[src/rtl/tradeoff_w_driver.sv]
// tradeoff_w_driver: FIFO-buffered operand driver and result checker for a Tradeoff search engine.
// Optional WAIT_FOUND watchdog enabled by defining TRADEOFF_DRV_TIMEOUT_EN.
module tradeoff_w_driver #(
    parameter int W_BITS   = 25,
    parameter int N_BITS   = 13,
    parameter int EXP_N    = 4095,
    parameter int DEPTH    = 4,
    parameter int GUARD    = 2,
    parameter int SETTLE   = 1,
    parameter int TIMEOUT  = 4096,
    parameter int CNT_BITS = 16
) (
    input  logic                clk,
    input  logic                rst_n,
    input  logic                in_valid,
    output logic                in_ready,
    input  logic [W_BITS-1:0]   in_w,
    output logic [W_BITS-1:0]   eng_w,
    input  logic                eng_found,
    input  logic [N_BITS-1:0]   eng_n,
    output logic                res_valid,
    output logic [W_BITS-1:0]   res_w,
    output logic [N_BITS-1:0]   res_n,
    output logic                res_pass,
    output logic                res_timeout,
    input  logic                cnt_clr,
    output logic [CNT_BITS-1:0] total_cnt,
    output logic [CNT_BITS-1:0] err_cnt,
    output logic                busy
);
    localparam int AW = $clog2(DEPTH);
    localparam int GS = (GUARD > SETTLE) ? GUARD : SETTLE;
    localparam int TMAX = (TIMEOUT > GS) ? TIMEOUT : GS;
    localparam int TW = $clog2(TMAX + 1);
    localparam logic [N_BITS-1:0] EXP = N_BITS'(EXP_N);
    localparam logic [CNT_BITS-1:0] CMAX = '1;

    typedef enum logic [2:0] {S_IDLE, S_APPLY, S_WAIT, S_SETTLE, S_REPORT} state_t;

    state_t state;
    logic [W_BITS-1:0] mem [DEPTH];
    logic [AW-1:0] wp, rp;
    logic [AW:0] cnt;
    logic [TW-1:0] tmr;
    logic push, pop;

    assign in_ready = cnt != (AW+1)'(DEPTH);
    assign push = in_valid && in_ready;
    assign pop = state == S_IDLE && cnt != '0;
    assign busy = state != S_IDLE;

    always_ff @(posedge clk) begin
        if (push) mem[wp] <= in_w;
    end

    always_ff @(posedge clk or negedge rst_n) begin
        if (!rst_n) begin
            wp <= '0;
            rp <= '0;
            cnt <= '0;
        end else begin
            if (push) wp <= wp + AW'(1);
            if (pop) rp <= rp + AW'(1);
            cnt <= cnt + (AW+1)'(push) - (AW+1)'(pop);
        end
    end

    // tmr is shared: guard window in APPLY, settle count, and watchdog in WAIT
    always_ff @(posedge clk or negedge rst_n) begin
        if (!rst_n) begin
            state <= S_IDLE;
            tmr <= '0;
            eng_w <= '0;
            res_w <= '0;
            res_n <= '0;
            res_valid <= 1'b0;
            res_pass <= 1'b0;
            res_timeout <= 1'b0;
        end else begin
            res_valid <= 1'b0;
            tmr <= tmr + TW'(1);
            case (state)
                S_IDLE: if (pop) begin
                    eng_w <= mem[rp];
                    res_w <= mem[rp];
                    res_timeout <= 1'b0;
                    tmr <= '0;
                    state <= S_APPLY;
                end
                S_APPLY: if (tmr == TW'(GUARD - 1)) begin
                    tmr <= '0;
                    state <= S_WAIT;
                end
                S_WAIT: if (eng_found) begin
                    tmr <= '0;
                    state <= S_SETTLE;
                end
`ifdef TRADEOFF_DRV_TIMEOUT_EN
                else if (tmr == TW'(TIMEOUT - 1)) begin
                    res_n <= '0;
                    res_timeout <= 1'b1;
                    res_pass <= 1'b0;
                    res_valid <= 1'b1;
                    state <= S_REPORT;
                end
`endif
                S_SETTLE: if (tmr == TW'(SETTLE - 1)) begin
                    res_n <= eng_n;
                    res_pass <= eng_n == EXP;
                    res_valid <= 1'b1;
                    state <= S_REPORT;
                end
                default: state <= S_IDLE;
            endcase
        end
    end

    // counters update as REPORT ends, so a coincident clear drops that increment
    always_ff @(posedge clk or negedge rst_n) begin
        if (!rst_n) begin
            total_cnt <= '0;
            err_cnt <= '0;
        end else if (cnt_clr) begin
            total_cnt <= '0;
            err_cnt <= '0;
        end else if (state == S_REPORT) begin
            if (total_cnt != CMAX) total_cnt <= total_cnt + CNT_BITS'(1);
            if (!res_pass && err_cnt != CMAX) err_cnt <= err_cnt + CNT_BITS'(1);
        end
    end
endmodule
[config.mk]
export PLATFORM = sky130hd
export DESIGN_NAME = tradeoff_w_driver
export DESIGN_NICKNAME = d
export VERILOG_FILES = /design/src/rtl/tradeoff_w_driver.sv
export SDC_FILE = /design/constraint.sdc
export NUM_CORES = 1
export LEC_CHECK = 0
export ABC_AREA = 1
export CORE_MARGIN = 2
export CORE_UTILIZATION = 30
export CTS_BUF_LIST = sky130_fd_sc_hd__clkbuf_4 sky130_fd_sc_hd__clkbuf_8
export DETAILED_ROUTE_END_ITERATION = 8
export PLACE_DENSITY = 0.48
export SLEW_MARGIN = 25
export SYNTH_ARGS = -nofsm -noshare
export SYNTH_HDL_FRONTEND = slang
export SYNTH_SLANG_ARGS = --single-unit
[constraint.sdc]
create_clock -name clk -period 3.3 [get_ports clk]
set_input_delay 0.825 -clock clk [delete_from_list [all_inputs] [get_ports clk]]
set_output_delay 0.825 -clock clk [all_outputs]
set_load 0.1 [all_outputs]
**After elaboration in Yosys (flattened, before gate mapping)**

Memories as Yosys holds them, arrays and structs flattened. A register that Yosys moved wholly into a read port is not among the register bits.
Cells that the tools add are included.

- Mux-type cells: 19
- Equality and inequality tests: 13
- $add $sub $neg: 7
- Reduce and logical (&&, ||, !) cells: 17

Operators by type and width:

| kind | number |
|---|---|
| $mux 16 | 6 |
| $mux 13 | 3 |
| $pmux 13 s3 | 1 |
| $add 16x1->16 const B | 2 |
| $ne 16x16->1 const B | 2 |
| $add 13x1->13 const B | 1 |
| $eq 13x1->1 const B | 1 |
| $eq 13x12->1 const B | 1 |
| $logic_not 13->1 | 1 |
| $mux 3 | 4 |
| $pmux 3 s4 | 1 |
| $ne 2x2->1 const B | 4 |
| $reduce_and 2->1 | 4 |
| $eq 3x2->1 const B | 2 |
| $reduce_bool 2->1 | 3 |
| $reduce_bool 3->1 | 2 |
| $add 2x1->2 const B | 2 |
| $mux 1 | 4 |
| $reduce_and 4->1 | 1 |
| $add 3x1->3 | 1 |
| $eq 3x1->1 const B | 1 |
| $eq 3x3->1 const B | 1 |
| $logic_and 1x1->1 | 3 |
| $logic_not 3->1 | 1 |
| other kinds (3) | 4 |

- Register bits after elaboration: 70
- Input bits: 43
- Memories kept: 1
- Output and inout port bits: 100
- Memory bits (writable): 100

Memories:

| name | words | width | rd ports | clocked after Yosys merged registers in | wr ports | RTL line | text |
|---|---|---|---|---|---|---|---|
| mem | 4 | 25 | 1 | 1 | 1 | 41 | `logic [W_BITS-1:0] mem [DEPTH];` |

**Depth between registers and ports, before layout**

Gate-level depths: netlist (run 1).

- Depth in word-level cells: 5
- Depth in mapped cells: 11

**Worst setup path before layout (run 1)**

OpenSTA, ideal clock, no wires.

- Kind: flip-flop to flip-flop
- Start: register cnt[0]
- End: memory mem[0][0] (enable)
- Slack: 0.220 ns
- Stages on the path, launching flop included: 5
- Data required time: 2.893 ns
- Data arrival time: 2.673 ns
- Cell sequence: dfrtp_1 > inv_1 > nand3_1 > nand2_1 > nor2_1

- Cells in the longest elaborated chain, start to end: 4

Ends and longest elaborated chain:

| what | RTL line | text |
|---|---|---|
| start, declared | 43 | `logic [AW:0] cnt;` |
| start signal, assigned | 64 | `cnt <= cnt + (AW+1)'(push) - (AW+1)'(pop);` |
| $ne 3x3->1 | 47 | `assign in_ready = cnt != (AW+1)'(DEPTH);` |
| net in_ready | 16 | `output logic in_ready,` |
| $logic_and 1x1->1 | 48 | `assign push = in_valid && in_ready;` |
| $mux 1 | 53 | `if (push) mem[wp] <= in_w;` |
| $mux 1 (not written as such) | 53 |  |
| end, declared | 41 |  |

The timed path passes the listed nets, and every way through them passes these cells.

**Final worst setup path (run 1)**

- Start: register state[2]
- End: output port busy

- Cells in the longest elaborated chain, start to end: 1

Ends and longest elaborated chain:

| what | RTL line | text |
|---|---|---|
| start, declared | 40 | `state_t state;` |
| start signal, assigned | 71 | `state <= S_IDLE;` |
| start signal, assigned | 88 | `state <= S_APPLY;` |
| start signal, assigned | 92 | `state <= S_WAIT;` |
| $reduce_bool 3->1 | 50 | `assign busy = state != S_IDLE;` |
| end, declared | 29 | `output logic busy` |

Every way passes these cells.

==> flow_summary.json, run 1 <==
{
  "status": "complete, no violations",
  "clkPwrFrac_pct": 15.1,
  "initial_core_util_pct": 30.2,
  "post-cts-setup-buffer-count": 0,
  "yosysWarnings": 0,
  "crit_required_ns": 2.47,
  "synthFlopType": "edfxtp_1",
  "crit_path_top_delay_cell": "dfrtp_1",
  "vdd_ir_drop_max_uv": 925,
  "fp-row-count": 63,
  "synth_top_area_share_pct": 33.8,
  "total_power_mw": 10.9,
  "syn_nets": 970,
  "grt_max_degree": 62,
  "path_class": "reg -> out",
  "ys_async_sr_fraction_pct": 48.7,
  "seq_power_share_pct": 32.0,
  "report.final.slew_viol_count": 0,
  "grt-ovfl-total": 0,
  "first_pass_iters": 5,
  "die_x_um": 176,
  "path_delay_family": "flip-flops",
  "tightest_slew_ns": 0.965,
  "core_area_mm2": 0.0294,
  "place_area_mm2": 0.0103,
  "p_sw_share_pct": 54.5,
  "utilization_pct": 36.5,
  "insertion_delay_ns": 0.47,
  "avgSynthCellArea_um2": 9.71,
  "wl_um": 20600,
  "p_comb_share_pct": 52.9,
  "htree_levels": 4,
  "layout-drive-gt1-share_pct": 17.3,
  "dp_hpwl_um": 13100,
  "synth_seq_cells": 195,
  "clockBufferDepth": 2,
  "vias_per_cell": 4.52,
  "clk_pin_slew_ns": 0.12,
  "critPathArrivalTime_ns": 1.48,
  "drcViolationCount": 0,
  "stdcell_area_mm2": 0.0107,
  "grt_pass1_vias": 6335,
  "p_leak_nw": 4.46,
  "ios": 143,
  "hp-class": "in -> async",
  "crit_chain": "nor2_1 -> nand2_1 -> buf_4",
  "syn_inst": 915,
  "grt_usage_pct": 13.6,
  "cts_buffers": 17,
  "nNetsFinal": 1085,
  "grt_pass1_wl_um": 33300,
  "clock.fmax_ghz": 0.434,
  "slowest_delay_ns": 0.45,
  "period_needed_ns": 2.30,
  "die_area_mm2": 0.0310,
  "finalSetupTns_ns": 0,
  "cts_hold_buf": 0,
  "synth_area_leaders": "edfxtp_1 34%, dfrtp_1 27%, nor2_1 7.9%",
  "cts_tree": "yes",
  "synth_edf_count": 100,
  "cts-root-buf": "clkbuf_8",
  "yosysMostFrequentCell": "nor2_1",
  "cp-start-kind": "register",
  "critPathMaxFanout": 5,
  "syn_to_final_growth_pct": 20.8,
  "cp-end-kind": "primary output",
  "grt_setup_unrepaired": "false",
  "drt-initial-drc-count": 348,
  "clock_sinks": 195,
  "ys_types": 37,
  "path_buf_inv": 1,
  "port_buffers": 141,
  "num_vias": 6471,
  "setup_violations": 0,
  "finalHoldViolations": 0,
  "netlist_area_mm2": 0.00889,
  "slew_headroom_pct": 35.3,
  "synth_seq_area_share_pct": 60.5,
  "wire_per_inst_um": 14.4,
  "p_sw_mw": 5.92,
  "fill_cells": 3028,
  "maxCapViolations": 0,
  "synth_largest_area_cell": "edfxtp_1",
  "cts_resized": 0,
  "powerDensity_mw_per_mm2": 1010,
  "die_y_um": 176,
  "fin_worst_skew_ns": 0.0227,
  "place.gp.congestion": 0.767,
  "ys_top_cells_by_count": "188 x nor2_1, 153 x nand2_1, 100 x edfxtp_1",
  "grt_antenna_before_repair": 0,
  "intPower_mw": 4.94,
  "ant_nets": 0,
  "min_period_over_period_pct": 69.8,
  "insertedDiodeCount": 0
}
-- state kept, by name, indices dropped and copies added, names as in the netlist --
register / flops
res_w: 25
total_cnt: 16
res_pass: 1
rp: 2
res_n: 13
err_cnt: 16
mem: 100
tmr: 13
wp: 2
cnt: 3
res_valid: 1
state: 3
-- stage by stage --
stage / setup slack (ns) / hold WS [ns] / instances
3_3_place_gp: 0.553 / 0.472 / 1401
2_1_floorplan: 0.220 / 0.458 / 915
3_5_place_dp: 0.528 / 0.475 / 1401
5_1_grt: 0.693 / 0.496 / 1433
4_1_cts: 0.930 / 0.464 / 1433
6_report: 0.996 / 0.441 / 1433
-- routing by layer --
metal / GRT usage, % / vias up / wire (µm)
met4: 2.79 / 0 / 119
met5: 0 / - / 0
met1: 18.3 / 3088 / 9930
met2: 22.9 / 123 / 9720
li1: - / 3252 / -
met3: 2.78 / 8 / 834
-- cell type report --
type	instances	area, µm²	share of cell area, %
inverter	68	255	2.38
multi-input combinational	594	2900	27.0
timing repair buffer	154	1270	11.8
sequential	195	5380	50.2
clock buffer	17	234	2.18
clock inverter	15	200	1.87
tap	390	488	4.55
-- logic make-up (layout without fill, tap and decap cells) --
group	Yosys count	in the layout	share of synthesized area, %
adder cells (fa/ha/maj)	12	12	1.77
AO/OA/AOI/OAI	122	122	7.60
flip-flops	195	195	60.5
buffers and inverters	126	254	6.93
XOR/XNOR	14	14	1.38
AND/OR/NAND/NOR	445	445	21.7
other	1	1	0.0422
-- final timing paths --
kind                       slack, ns            startpoint                endpoint  depth (start not counted)
min                             0.44                 rst_n    res_n[6]$_DFFE_PN0P_                          1
min reg2reg                     0.50  res_n[8]$_DFFE_PN0P_    res_n[8]$_DFFE_PN0P_                          2
max reg2reg                     1.01     rp[1]$_DFFE_PN0P_   res_w[14]$_DFFE_PN0P_                          5
max in group asynchronous       2.04                 rst_n  err_cnt[5]$_DFFE_PN0P_                          2
min in group clk                0.50  res_n[8]$_DFFE_PN0P_    res_n[8]$_DFFE_PN0P_                          2
max                              1.0  state[2]$_DFFE_PN0P_                    busy                          3
-- power by group through the flow --
stage	Sequential (mW)	Clock, mW	Combinational, mW
final	3.48	1.64	5.74
after global routing	3.55	1.80	6.15
after CTS	3.49	1.72	5.82
after detailed placement	3.54	0	5.81
after global placement	3.53	0	5.81
after floorplan	5.22	0	2.99
-- worst reg2reg max path, cell delays in order (launching register included) --
cell	delay (ns)
dfrtp_1	0.34
buf_4	0.34
clkinv_1	0.87
nor2_1	0.36
o21ai_0	0.12
a31oi_1	0.20
-- cell usage in the layout (no fill, tap or decap), drive strengths merged, types with 2 or more instances in the layout --
master / n
nor2: 194
a31oi: 25
a21oi: 2
clkinv: 10
nand2: 164
buf: 113
edfxtp: 100
nor3: 6
nand4: 23
nand3: 50
ha: 11
nor4: 2
or2: 5
clkdlybuf4s50: 41
dfrtp: 95
clkbuf: 17
o21bai: 10
inv: 73
xor2: 13
o21ai: 82
a21o: 2
No activity file was read; power rests on OpenSTA's default activity.
==> inputs of run 2 (changes only) <==
- PLACE_DENSITY: 0.48 -> 0.5
- clock period: 3.3 -> 2.1 ns (I/O delays scaled with it)
==> run 2 against run 1 <==
Compared with the run above: non-clock buffer count up 16; first-iteration DRC count grew 22%; total power up 65%; via count is 1.0% higher; cell count up 1.1%; clock-buffer cell count did not move; global-route usage grew 0.23 points; sequential share of layout area down 3.3 points; clock skew is 0.0030 ns lower; critical endpoint is now cnt[2]$_DFF_PN0_.
==> flow_summary.json, run 2 (same netlist as run 1, synthesis figures left out) <==
{
  "die_y_um": 176,
  "htree_levels": 4,
  "grt_antenna_before_repair": 1,
  "finalHoldViolations": 0,
  "path_buf_inv": 3,
  "clockBufferDepth": 2,
  "p_leak_nw": 4.70,
  "final_common_cell": "nor2_1",
  "place_area_mm2": 0.0111,
  "hold_slack_ns": 0.0452,
  "clock_sinks": 195,
  "place.gp.congestion": 0.787,
  "cp-start-kind": "register",
  "final_cell_mix": "183 x nor2_1, 150 x nand2_1, 100 x edfxtp_1, 86 x dfrtp_1, 79 x buf_4",
  "p_comb_share_pct": 54.5,
  "nNetsFinal": 1101,
  "p_sw_share_pct": 53.2,
  "die_x_um": 176,
  "startpoint": "cnt[0]$_DFF_PN0_",
  "status": "complete, no violations",
  "setup_violations": 0,
  "crit_chain": "inv_1 -> nand3b_1 -> nand2_2 -> clkinv_4 -> ha_1 -> inv_1 -> ha_1 -> fa_2 -> xor2_1",
  "intPower_mw": 8.36,
  "first_pass_iters": 5,
  "cts_hold_buf": 0,
  "ant_nets": 0,
  "grt-ovfl-total": 0,
  "syn_to_final_growth_pct": 29.6,
  "period_needed_ns": 1.95,
  "cts-root-buf": "clkbuf_8",
  "slew_headroom_pct": 60.7,
  "grt_usage_pct": 13.9,
  "wire_per_inst_um": 14.4,
  "crit_required_ns": 2.45,
  "wl_um": 20800,
  "layout-drive-gt1-share_pct": 19.9,
  "report.final.slew_viol_count": 0,
  "clock.fmax_ghz": 0.513,
  "num_vias": 6538,
  "seq_power_share_pct": 31.2,
  "dp_slack_ns": -0.111,
  "grt_pass1_wl_um": 34100,
  "grt_setup_unrepaired": "false",
  "largest_reg_flops": 100,
  "insertion_delay_ns": 0.47,
  "insertedDiodeCount": 0,
  "setup_ws_ns": 0.149,
  "cts_buffers": 17,
  "r2r_start": "cnt[0]$_DFF_PN0_",
  "stdcell_area_mm2": 0.0115,
  "top_regs": "mem: 100 flops, res_w: 25 flops",
  "critPathArrivalTime_ns": 2.30,
  "min_period_over_period_pct": 92.9,
  "critPathMaxFanout": 2,
  "die_area_mm2": 0.0310,
  "p_sw_mw": 9.50,
  "vdd_ir_drop_max_uv": 1390,
  "dp_hpwl_um": 13800,
  "grt_max_degree": 52,
  "slowest_delay_ns": 0.41,
  "initial_core_util_pct": 30.2,
  "drt-initial-drc-count": 424,
  "hp-class": "in -> async",
  "post-cts-setup-buffer-count": 0,
  "fin_worst_skew_ns": 0.0197,
  "cp-end-kind": "register",
  "fill_cells": 2941,
  "core_area_mm2": 0.0294,
  "crit_path_top_delay_cell": "dfrtp_1",
  "cts_tree": "yes",
  "port_buffers": 141,
  "path_class": "reg -> reg",
  "largest-register": "mem",
  "maxCapViolations": 0,
  "path_delay_family": "adder cells",
  "drcViolationCount": 0,
  "clkPwrFrac_pct": 14.3,
  "utilization_pct": 39.2,
  "fp-row-count": 63,
  "clk_pin_slew_ns": 0.12,
  "vias_per_cell": 4.51,
  "powerDensity_mw_per_mm2": 1550,
  "tightest_slew_ns": 0.590,
  "cts_resized": 0,
  "grt_pass1_vias": 6370,
  "ios": 143
}
run 2: area by class of cell:
type,count,area [µm²],share of cell area [%]
tap,390,488,4.24
multi-input combinational,594,2950,25.6
timing repair buffer,170,2000,17.4
clock inverter,15,185,1.61
sequential,195,5390,46.8
inverter,68,260,2.26
clock buffer,17,234,2.03
run 2: path summary, 6_finish.rpt:
path / endpoint / slack [ns] / cells past startpoint
min: res_pass$_DFFE_PN0P_ / 0.05 / 1
min reg2reg: res_n[10]$_DFFE_PN0P_ / 0.50 / 2
max in group asynchronous: err_cnt[4]$_DFFE_PN0P_ / 1.44 / 2
max: cnt[2]$_DFF_PN0_ / 0.15 / 9
min in group clk: res_n[10]$_DFFE_PN0P_ / 0.50 / 2
max reg2reg: cnt[2]$_DFF_PN0_ / 0.15 / 9
run 2: metal layers:
metal	wire length [µm]	global-route usage [%]
met1	10100	19.2
met4	155	2.69
met3	1120	3.32
met2	9400	22.3
met5	13	0
run 2: power groups by stage:
stage	sequential, mW	clock (mW)	combinational, mW
global placement	5.64	0	9.83
finish	5.57	2.56	9.73
floorplan	8.21	0	4.83
detailed placement	5.67	0	9.88
CTS	5.59	2.67	9.88
global route	5.69	2.82	10.4
run 2: per-stage QoR:
stage	setup TNS, ns	cells	total power [mW]
detailed placement	-0.187	1417	15.5
CTS	0	1449	18.1
global placement	-0.162	1417	15.5
global route	0	1449	18.9
floorplan	0	915	13.0
finish	0	1449	17.9
==> inputs of run 3 (changes only) <==
- PLACE_DENSITY: 0.5 -> 0.48
- SKIP_CTS_REPAIR_TIMING: unset -> 1
- clock period: 2.1 -> 2.45 ns (I/O delays scaled with it)
==> run 3 against run 2 <==
Compared with the run above: core utilization is 2.2 points lower; worst hold slack better by 0.049 ns; global-route usage hardly changed; die area did not move; total power decreased by 17%; worst setup slack better by 0.16 ns; first-iteration DRC count down 30%; via count is 0.75% lower; sequential power shrank 16%; combinational power down 20%; critical path type is now reg -> out; critical endpoint is now busy; highest routed layer unchanged.
==> flow_summary.json, run 3 (same netlist as run 1, synthesis figures left out) <==
{
  "seq_area_mm2": 0.00538,
  "fin_worst_skew_ns": 0.0244,
  "wire_per_inst_um": 14.6,
  "vias_per_cell": 4.51,
  "report.final.slew_viol_count": 0,
  "wl_um": 21000,
  "cts_buffers": 17,
  "p_sw_share_pct": 54.1,
  "fp-row-count": 63,
  "largest-register": "mem",
  "p_comb_share_pct": 52.5,
  "die_x_um": 176,
  "r2r_start": "state[2]$_DFFE_PN0P_",
  "setup_violations": 0,
  "fill_cells": 2991,
  "multi_input_area_mm2": 0.00292,
  "ios": 143,
  "clkPwrFrac_pct": 16.1,
  "die_y_um": 176,
  "r2r_cells": 10,
  "final_cell_mix": "184 x nor2_1, 151 x nand2_1, 113 x buf_4, 100 x edfxtp_1, 95 x dfrtp_1",
  "grt_antenna_before_repair": 2,
  "tightest_slew_ns": 0.945,
  "timing.rr.end": "cnt[2]$_DFF_PN0_",
  "dp_cells": 1406,
  "critPathMaxFanout": 5,
  "finalSetupTns_ns": 0,
  "grt_max_degree": 52,
  "crit_chain": "nor2_1 -> nand2_4 -> buf_4",
  "p_sw_mw": 8.07,
  "initial_core_util_pct": 30.2,
  "critPathArrivalTime_ns": 1.53,
  "htree_levels": 4,
  "cp-start-kind": "register",
  "finalNonFillerCells": 1438,
  "layout-drive-gt1-share_pct": 17.7,
  "finalHoldViolations": 0,
  "top_regs": "mem: 100 flops, res_w: 25 flops",
  "p_leak_nw": 4.52,
  "rrSetupSlack_ns": 0.43,
  "crit_required_ns": 1.84,
  "seq_power_share_pct": 31.4,
  "total_power_mw": 14.9,
  "drt-initial-drc-count": 298,
  "place.gp.congestion": 0.769,
  "clock_sinks": 195,
  "syn_to_final_growth_pct": 22.2,
  "grt_pass1_vias": 6244,
  "grt_usage_pct": 13.9,
  "port_buffers": 141,
  "cts_tree": "yes",
  "crit_path_top_delay_cell": "dfrtp_1",
  "slew_headroom_pct": 36.6,
  "insertedDiodeCount": 0,
  "grt_setup_unrepaired": "false",
  "core_area_mm2": 0.0294,
  "utilization_pct": 36.9,
  "die_area_mm2": 0.0310,
  "num_vias": 6489,
  "dp_hpwl_um": 13600,
  "ant_nets": 0,
  "grt-ovfl-total": 0,
  "path_class": "reg -> out",
  "final_common_cell": "nor2_1",
  "hp-class": "in -> async",
  "clock.fmax_ghz": 0.466,
  "largest_reg_flops": 100,
  "min_period_over_period_pct": 87.5,
  "period_needed_ns": 2.14,
  "insertion_delay_ns": 0.48,
  "first_pass_iters": 6,
  "maxCapViolations": 0,
  "clockBufferDepth": 2,
  "cp-end-kind": "primary output",
  "slowest_delay_ns": 0.45,
  "powerDensity_mw_per_mm2": 1370,
  "clk_pin_slew_ns": 0.11,
  "cts-root-buf": "clkbuf_8",
  "grt_pass1_wl_um": 33700,
  "drcViolationCount": 0,
  "vdd_ir_drop_max_uv": 1200,
  "intPower_mw": 6.84,
  "status": "complete, no violations",
  "nNetsFinal": 1090
}
[run 3: worst max-delay path by stage]
stage,startpoint,end,slack [ns],cells after the start
floorplan,cnt[1]$_DFF_PN0_,cnt[2]$_DFF_PN0_,0.07,8
global placement,in_valid,cnt[2]$_DFF_PN0_,0.14,7
detailed placement,in_valid,cnt[2]$_DFF_PN0_,0.13,7
CTS,state[2]$_DFFE_PN0P_,busy,0.27,3
global route,state[2]$_DFFE_PN0P_,busy,0.22,3
finish,state[2]$_DFFE_PN0P_,busy,0.31,3
[run 3: per-layer routing]
layer / GRT usage, % / share of wire, % / vias to the layer above
met5: 0 / 0.052 / -
met2: 22.7 / 46 / 143
met4: 2.89 / 0.61 / 2
met1: 19.0 / 48 / 3064
li1: - / - / 3266
met3: 3.23 / 4.9 / 14
[run 3: through the flow]
| step | instance area [µm²] | setup WS (ns) | hold slack (ns) |
|---|---|---|---|
| 6_report | 10900 | 0.306 | 0.0942 |
| 5_1_grt | 10900 | 0.218 | 0.101 |
| 4_1_cts | 10900 | 0.269 | 0.0956 |
| 3_5_place_dp | 10400 | 0.128 | 0.478 |
| 3_3_place_gp | 10400 | 0.144 | 0.471 |
| 2_1_floorplan | 8910 | 0.0750 | 0.317 |
[run 3: layout make-up]
class                      instances  share of cell area [%]
multi-input combinational        594                    26.9
inverter                          68                    2.35
tap                              390                    4.49
clock inverter                    15                    2.07
sequential                       195                    49.6
timing repair buffer             159                    12.5
clock buffer                      17                    2.16
[run 3: power groups by stage]
stage	sequential [mW]	clock, mW	combinational (mW)
6_report	4.68	2.40	7.82
5_1_grt	4.79	2.61	8.38
4_1_cts	4.70	2.50	7.95
3_5_place_dp	4.76	0	7.95
3_3_place_gp	4.75	0	7.92
2_1_floorplan	7.03	0	4.07
[run 3: critical path, delay by kind of cell, from the launching register on]
family	cells	cell delay (ns)
DFF	1	0.45
buffers and inverters	1	0.25
and+or+nand+nor	2	0.36
